==> src/rtl/uart_frame_streamer_pkg.sv <==
// rtl/uart_frame_streamer_pkg.sv - shared state encoding, header bytes and guard margin for the frame streamer
package uart_frame_streamer_pkg;

  typedef enum logic [3:0] {
    S_IDLE,
    S_HDR,
    S_RD,
    S_RDW,
    S_SEND,
    S_WSENT,
    S_GUARD,
    S_CSUM,
    S_FIN
  } state_t;

  // Which kind of byte is currently in flight; decides where GUARD routes next.
  typedef enum logic [1:0] {
    PH_HDR,
    PH_PAY,
    PH_CSUM
  } phase_t;

  localparam logic [7:0] HDR_DEF0 = 8'hFF;
  localparam logic [7:0] HDR_DEF1 = 8'h00;
  localparam logic [7:0] HDR_DEF2 = 8'hFF;
  localparam logic [7:0] HDR_DEF3 = 8'hA5;

  // Extra cycles after byte_sent: stop bit plus UART return to idle.
  localparam int GUARD_MARGIN = 2;

  function automatic logic [7:0] hdr_pick(input logic [1:0] idx, input logic [31:0] hdrs);
    return hdrs[{idx, 3'b000} +: 8];
  endfunction

endpackage

==> src/rtl/uart_gap_timer.sv <==
// rtl/uart_gap_timer.sv - loadable down-counter with zero flag for inter-byte guard time
module uart_gap_timer #(
  parameter int W = 9
) (
  input  logic         clk,
  input  logic         reset,
  input  logic         load,
  input  logic [W-1:0] load_val,
  output logic         zero
);

  logic [W-1:0] count;

  always_ff @(posedge clk) begin
    if (reset) begin
      count <= '0;
    end else if (load) begin
      count <= load_val;
    end else if (count != '0) begin
      count <= count - W'(1);
    end
  end

  assign zero = (count == '0);

endmodule

==> src/rtl/uart_frame_streamer.sv <==
// rtl/uart_frame_streamer.sv - streams sync header, frame-buffer payload and checksum to a byte UART
module uart_frame_streamer
  import uart_frame_streamer_pkg::*;
#(
  parameter int         ADDR_W      = 17,
  parameter int         FRAME_BYTES = 76800,
  parameter int         BIT_CYCLES  = 434,
  parameter logic [7:0] HDR0        = HDR_DEF0,
  parameter logic [7:0] HDR1        = HDR_DEF1,
  parameter logic [7:0] HDR2        = HDR_DEF2,
  parameter logic [7:0] HDR3        = HDR_DEF3
) (
  input  logic              clk,
  input  logic              reset,
  input  logic              frame_go,
  input  logic              abort,
  output logic [ADDR_W-1:0] mem_addr,
  output logic              mem_rd_en,
  input  logic [7:0]        mem_rd_data,
  output logic [7:0]        tx_data,
  output logic              tx_start,
  input  logic              tx_byte_sent,
  output logic              busy,
  output logic              frame_done,
  output logic              aborted,
  output logic [7:0]        checksum
);

  localparam int              GUARD_LOAD_I = BIT_CYCLES + GUARD_MARGIN;
  localparam int              GW           = $clog2(GUARD_LOAD_I + 1);
  localparam logic [GW-1:0]   GUARD_LOAD   = GW'(GUARD_LOAD_I);
  localparam logic [ADDR_W:0] PAY_TOTAL    = (ADDR_W + 1)'(FRAME_BYTES);
  localparam logic [31:0]     HDR_WORD     = {HDR3, HDR2, HDR1, HDR0};

  state_t          state, state_nx;
  phase_t          phase;
  logic [1:0]      hdr_idx;
  logic [ADDR_W:0] pay_cnt;
  logic            guard_load;
  logic            guard_zero;

  assign guard_load = (state == S_WSENT) && tx_byte_sent;

  uart_gap_timer #(.W(GW)) u_gap_timer (
    .clk      (clk),
    .reset    (reset),
    .load     (guard_load),
    .load_val (GUARD_LOAD),
    .zero     (guard_zero)
  );

  always_ff @(posedge clk) begin
    if (reset) begin
      state <= S_IDLE;
    end else begin
      state <= state_nx;
    end
  end

  always_comb begin
    state_nx   = state;
    tx_start   = 1'b0;
    mem_rd_en  = 1'b0;
    busy       = 1'b1;
    frame_done = 1'b0;
    case (state)
      S_IDLE: begin
        busy = 1'b0;
        if (frame_go) state_nx = S_HDR;
      end
      S_HDR: begin
        tx_start = 1'b1;
        state_nx = S_WSENT;
      end
      S_RD: begin
        mem_rd_en = 1'b1;
        state_nx  = S_RDW;
      end
      S_RDW: begin
        state_nx = S_SEND;
      end
      S_SEND: begin
        tx_start = 1'b1;
        state_nx = S_WSENT;
      end
      S_WSENT: begin
        if (tx_byte_sent) state_nx = S_GUARD;
      end
      S_GUARD: begin
        // Abort is only honoured here so a byte is never cut mid-flight.
        if (guard_zero) begin
          if (abort) begin
            state_nx = S_FIN;
          end else begin
            case (phase)
              PH_HDR:  state_nx = (hdr_idx == 2'd3) ? S_RD : S_HDR;
              PH_PAY:  state_nx = (pay_cnt == PAY_TOTAL) ? S_CSUM : S_RD;
              default: state_nx = S_FIN;
            endcase
          end
        end
      end
      S_CSUM: begin
        tx_start = 1'b1;
        state_nx = S_WSENT;
      end
      S_FIN: begin
        frame_done = 1'b1;
        busy       = 1'b0;
        state_nx   = S_IDLE;
      end
      default: begin
        state_nx = S_IDLE;
      end
    endcase
  end

  always_ff @(posedge clk) begin
    if (reset) begin
      phase    <= PH_HDR;
      hdr_idx  <= 2'd0;
      pay_cnt  <= '0;
      mem_addr <= '0;
      tx_data  <= 8'h00;
      checksum <= 8'h00;
      aborted  <= 1'b0;
    end else begin
      case (state)
        S_IDLE: begin
          if (frame_go) begin
            phase    <= PH_HDR;
            hdr_idx  <= 2'd0;
            pay_cnt  <= '0;
            mem_addr <= '0;
            checksum <= 8'h00;
            aborted  <= 1'b0;
            tx_data  <= hdr_pick(2'd0, HDR_WORD);
          end
        end
        S_RDW: begin
          tx_data  <= mem_rd_data;
          checksum <= checksum + mem_rd_data;
          pay_cnt  <= pay_cnt + (ADDR_W + 1)'(1);
          phase    <= PH_PAY;
        end
        S_GUARD: begin
          if (guard_zero) begin
            if (abort) begin
              aborted <= 1'b1;
            end else begin
              case (state_nx)
                S_HDR: begin
                  hdr_idx <= hdr_idx + 2'd1;
                  tx_data <= hdr_pick(hdr_idx + 2'd1, HDR_WORD);
                end
                S_RD: begin
                  // First payload read follows the header at address 0.
                  if (phase == PH_PAY) mem_addr <= mem_addr + ADDR_W'(1);
                end
                S_CSUM: begin
                  tx_data <= checksum;
                  phase   <= PH_CSUM;
                end
                default: ;
              endcase
            end
          end
        end
        default: ;
      endcase
    end
  end

endmodule

==> config.mk <==
export PLATFORM = sky130hd
export DESIGN_NAME = uart_frame_streamer
export DESIGN_NICKNAME = d
export VERILOG_FILES = /design/src/rtl/uart_frame_streamer_pkg.sv /design/src/rtl/uart_gap_timer.sv /design/src/rtl/uart_frame_streamer.sv
export SDC_FILE = /design/constraint.sdc
export NUM_CORES = 1
export LEC_CHECK = 0
export CORE_ASPECT_RATIO = 0.5
export CORE_UTILIZATION = 60
export DETAILED_ROUTE_END_ITERATION = 12
export MAX_ROUTING_LAYER = met4
export PLACE_DENSITY = 0.95
export SLEW_MARGIN = 40
export SYNTH_ARGS = -nofsm -noshare
export SYNTH_HDL_FRONTEND = slang
export SYNTH_HIERARCHICAL = 1
export SYNTH_SLANG_ARGS = --single-unit
==> constraint.sdc <==
create_clock -name clk -period 7.3 [get_ports clk]
set_input_delay 0.73 -clock clk [delete_from_list [all_inputs] [get_ports clk]]
set_output_delay 0.73 -clock clk [all_outputs]
set_load 0.01 [all_outputs]
==> metrics.txt, run 1 <==
status=finished clean; pwr/cell area=between 200 and 250 nW/um2; Post-DRT Antenna Nets=0; wirelength, routed=about 10000 um; CTS Root Buffer Type=clkbuf_16; dpl hpwl=6940 um; H-tree depth=3; first-pass GRT wire length=16900 um; Setup WS post-layout=roughly 3.0 ns; worst-margin pin slew=roughly 0.74 ns; data required time of the worst path=roughly 7.6 ns; Ports=51; Synthesis Warnings=6; core area=6280 um2; Syn Inst Count=approximately 500; maxcap violations=0; cts hold-fix bufs=0; drt first pass iters=6; clock buffer depth=2; cts bufs inserted=9; GP Congestion=about 0.89; n_diodes=0; row cnt=20; Setup violations, final=0; final max-slew violation count=0; CP Capture Type=flip-flop; Yosys reg bits=between 60 and 70; Die H=between 60 and 70 um; DP Area=approximately 4600 um2; ranking of synthesized cells by area=dfxtp_1, a21oi_1, nand2_1; highest clock rate=about 230 MHz; setup TNS=0 ns; die area=between 7000 and 8000 um2; Chip Width=~120 um; most frequent cells after synthesis=dfxtp_1, nand2_1, a21oi_1; Netlist cell types=roughly 70; number of global-route vias before repair=roughly 3600; FFs w/ async S/R, synth=0; initial drt markers=502; setup bufs post-CTS=0; peak fanout along the critical path=19; Avg WL per Cell=about 17 um; top-count cell post-synth=dfxtp_1; Nets=568; Startpoint Class=flip-flop; Setup CP Type=flip-flop to flip-flop; Vias/cell=approximately 6.5; post_cts resized=0; leading area contributor after synthesis=dfxtp_1; Max IR drop VDD=~120 uV; Post-synth EDFFs=0; clock skew=0.00307 ns; Seq/Total Area, Yosys=0.341; hold crit path type=flip-flop to flip-flop; RSZ-0062 raised after global routing=false; syn_area_per_cell=~8.1 um2; final hold vios=0; CTS clock-pin slew for the worst setup and hold paths=roughly 0.050 ns; Layout area overhead=20.5%; Mapped Area=approximately 4000 um2; Period Utilization, post-route=0.583; # port buffers=50; total grt overflow=0; Period minus WS final=~4.3 ns; Clock Latency Late Sink=approximately 0.34 ns; clk sinks=69; relative slew slack=0.510; ys flop type=dfxtp_1; DR DRC count=0; cell area after layout=between 4000 and 5000 um2; antenna violations before repair=0; layout cells sized above 1=0.0696; crit path DAT=4.52 ns; vias after detailed routing=~4100; post-synth top area share=0.341; gr usage total=0.315; largest net degree at the start of global routing=between 50 and 60; CTS tree=yes; Initial Util=0.645; Pleak=1.71 nW; Power, Total=1.08 mW; dpl ws=between 3 and 4 ns
[power by group]
group / total [mW] / leakage, nW / switching (mW) / internal (mW)
clock network: 0.423 / 0.143 / 0.155 / 0.267
logic: 0.231 / 1.01 / 0.126 / 0.105
registers: 0.428 / 0.560 / 0.0269 / 0.402
[routing by layer]
| metal | vias up | track usage | share of wire |
|---|---|---|---|
| li1 | 1937 | - | - |
| met1 | 1883 | 0.367 | 0.43 |
| met2 | 236 | 0.513 | 0.46 |
| met3 | 35 | 0.0802 | 0.086 |
| met4 | 0 | 0.172 | 0.029 |
| met5 | - | - | 0 |
[worst max-delay path, stage by stage, from the launching register on]
cell and delay, ns:
dfxtp_1 0.32, inv_1 0.08, ha_1 0.22, or4b_4 0.51
or4b_4 0.57, inv_1 0.22, nor3b_1 0.41, a21oi_2 0.24
nor2_1 0.18, or4b_1 0.77, a2111o_1 0.50, a21oi_1 0.15
[sequential cells by signal (all words and copies together) (netlist names)]
| name | flops |
|---|---|
| u_gap_timer/count | 9 |
| mem_addr | 17 |
| phase | 2 |
| state | 4 |
| aborted | 1 |
| tx_data | 8 |
| pay_cnt | 18 |
| hdr_idx | 2 |
| checksum | 8 |
[path summary, 6_finish.rpt]
check / cells after the start / end / start / slack, ns
max: 11 / mem_addr[15]$_SDFFE_PP0P_ / u_gap_timer/count[0]$_SDFFE_PP0P_ / 3.04
min: 2 / tx_data[1]$_SDFFE_PP0P_ / tx_data[1]$_SDFFE_PP0P_ / 0.47
max reg2reg: 11 / mem_addr[15]$_SDFFE_PP0P_ / u_gap_timer/count[0]$_SDFFE_PP0P_ / 3.04
min reg2reg: 2 / tx_data[1]$_SDFFE_PP0P_ / tx_data[1]$_SDFFE_PP0P_ / 0.47
[cells in the final DEF (no fill, tap or decap), types with 8 or more instances in the layout]
cell             netlist  final
clkdlybuf4s50_1        0     49
a21oi_1               43     42
conb_1                 2      9
clkbuf_16              0      9
nand2_1               49     49
a2111o_1              12     12
nor2_1                41     40
ha_1                  13     13
nor3_1                14     14
nand3_1               28     28
dfxtp_1               69     69
inv_1                 22     22
nor2b_1                8      8
o21ai_0               14     14
[cell type report]
| class | count | area [um2] |
|---|---|---|
| Clock buffer | 16 | 292 |
| Sequential cell | 69 | 1380 |
| Multi-Input combinational cell | 384 | 2480 |
| Timing Repair Buffer | 55 | 533 |
| Inverter | 22 | 82.6 |
| Tap cell | 88 | 110 |
| Fill cell | 423 | 1400 |
[metrics by stage]
step	std cells	utilization	hold slack [ns]
after global placement	618	0.727	0.458
after global routing	634	0.777	0.479
after floorplan	504	-	0.463
after detailed placement	618	0.727	0.459
after CTS	634	0.774	0.467
final	634	0.777	0.466
[logic make-up after synthesis]
kind of cell | Yosys count | share of synthesized area
compound gates | 136 | 0.238
xor+xnor | 8 | 0.0173
fa+ha+maj | 14 | 0.0451
buf+inv | 51 | 0.0575
flops | 69 | 0.341
mux | 11 | 0.0300
other cells | 2 | 0.00185
simple gates | 206 | 0.269
No activity file was read; power rests on OpenSTA's default activity.
==> inputs of run 2 (changes only) <==
- CORE_UTILIZATION: 60 -> 50
- PLACE_DENSITY: 0.95 -> 0.86
- clock period: 7.3 -> 3.7 ns (I/O delays scaled with it)
==> metrics.txt, run 2 (same netlist as run 1, synthesis figures left out) <==
DR DRC count=0; hold crit path type=flip-flop to flip-flop; commonest non-fill, non-tap cell in the layout=dfxtp_1; Chip Width=about 130 um; fin util=0.660; status=finished clean; total grt overflow=0; wirelength, routed=about 10000 um; Post-Layout Cell Count=approximately 660; maxcap violations=0; Die H=65.6 um; clock skew=0.00426 ns; H-tree depth=3; slowest stage delay, CP=0.51 ns; most frequent cells in the layout=dfxtp_1, nand2_1, clkdlybuf4s50_1, a21oi_1, nor2_1; pwr/cell area=~440 nW/um2; Setup CP Type=flip-flop to flip-flop; highest clock rate=283 MHz; cts hold-fix bufs=0; CTS Root Buffer Type=clkbuf_16; Post-DRT Antenna Nets=0; FF-to-FF End=mem_addr[7]$_SDFFE_PP0P_; initial drt markers=approximately 350; cts bufs inserted=9; Period Utilization, post-route=0.954; number of global-route vias before repair=between 3000 and 4000; Pleak=roughly 1.8 nW; setup TNS=0 ns; Layout area overhead=23.3%; Nets=a little under 600; die area=8480 um2; GP Congestion=0.897; clk sinks=69; row cnt=22; Placed Cells=between 600 and 700; peak fanout along the critical path=19; clock buffer depth=2; flop2flop setup slack=0.17 ns; CP Cell Sequence=inv_1, ha_4, or4b_4, or4b_4, inv_2, nand2_2, a211o_1, nor2_1, or4b_1, buf_6, a2111o_1, a21oi_2; Startpoint Class=flip-flop; cell area after layout=about 5000 um2; Critical Path Slowest Stage Cell=or4b_4; final max-slew violation count=0; Worst Setup SP=u_gap_timer/count[0]$_SDFFE_PP0P_; final hold vios=0; Setup violations, final=0; final hold slack=between 0.4 and 0.5 ns; data required time of the worst path=between 3 and 4 ns; CTS clock-pin slew for the worst setup and hold paths=0.05 ns; vias after detailed routing=a little under 4000; relative slew slack=0.502; Vias/cell=slightly below 6; register name with the most flops=pay_cnt; max reg flops=18; crit path DAT=3.79 ns; Ports=51; FF-to-FF path depth=12; setup bufs post-CTS=0; Max IR drop VDD=about 320 uV; first-pass GRT wire length=around 17000 um; layout cells sized above 1=0.0866; gr usage total=0.267; worst-margin pin slew=between 0.7 and 0.8 ns; # port buffers=50; dpl ws=-0.0270 ns; drt first pass iters=5; Setup WS post-layout=about 0.17 ns; largest net degree at the start of global routing=56; largest registers=pay_cnt (18), mem_addr (17), u_gap_timer/count (9); end point of the critical path=mem_addr[7]$_SDFFE_PP0P_; CTS tree=yes; Clock Latency Late Sink=roughly 0.33 ns; Avg WL per Cell=~15 um; Power, Total=2.18 mW; dpl hpwl=6910 um; antenna violations before repair=0; Period minus WS final=around 3.5 ns; FF-to-FF Start=u_gap_timer/count[0]$_SDFFE_PP0P_; DP Area=around 4700 um2; crit-path most repeated cell=or4b_4; CP Capture Type=flip-flop; core area=7570 um2; Initial Util=0.535; n_diodes=0
run 2: worst min-delay path by stage:
stage / endpoint / start / slack [ns] / cells after the start
after detailed placement: tx_data[1]$_SDFFE_PP0P_ / tx_data[1]$_SDFFE_PP0P_ / 0.46 / 2
after global routing: tx_data[3]$_SDFFE_PP0P_ / tx_data[3]$_SDFFE_PP0P_ / 0.50 / 2
final: tx_data[1]$_SDFFE_PP0P_ / tx_data[1]$_SDFFE_PP0P_ / 0.47 / 2
after floorplan: pay_cnt[6]$_SDFFE_PP0P_ / pay_cnt[6]$_SDFFE_PP0P_ / 0.46 / 1
after CTS: tx_data[1]$_SDFFE_PP0P_ / tx_data[1]$_SDFFE_PP0P_ / 0.47 / 2
after global placement: tx_data[1]$_SDFFE_PP0P_ / tx_data[1]$_SDFFE_PP0P_ / 0.45 / 2
run 2: critical path: cells and delay by family, from the launching register on:
family / cells / cell delay (ns)
and+or+nand+nor: 5 / 1.65
buffers and inverters: 3 / 0.42
AOI/OAI and AO/OA: 3 / 0.87
DFF: 1 / 0.32
adders and majority gates: 1 / 0.17
run 2: layout make-up:
type / count / area [um2]
flip-flops and latches: 69 / 1380
repair buffers: 64 / 607
multi-input cells: 384 / 2490
fillers: 635 / 2580
clock buffers: 15 / 298
well taps: 108 / 135
inverters: 22 / 82.6
run 2: what timing repair did:
| action | CTS | global route |
|---|---|---|
| endpoints found under the setup margin | 6 | 12 |
| resized for setup | 1 | 6 |
| gates cloned | 0 | 0 |
| pin swaps | 0 | 0 |
run 2: where the power goes:
group,switching (mW),total (mW),internal [mW]
logic,0.251,0.493,0.242
registers,0.0520,0.844,0.792
clock network,0.303,0.845,0.542
total,0.606,2.18,1.58
run 2: layer usage:
layer,global-route usage,vias to the layer above,part of all wire
li1,-,1952,-
met1,0.334,1848,0.47
met2,0.412,138,0.45
met3,0.0765,11,0.069
met4,0.0985,0,0.0094
met5,-,-,0
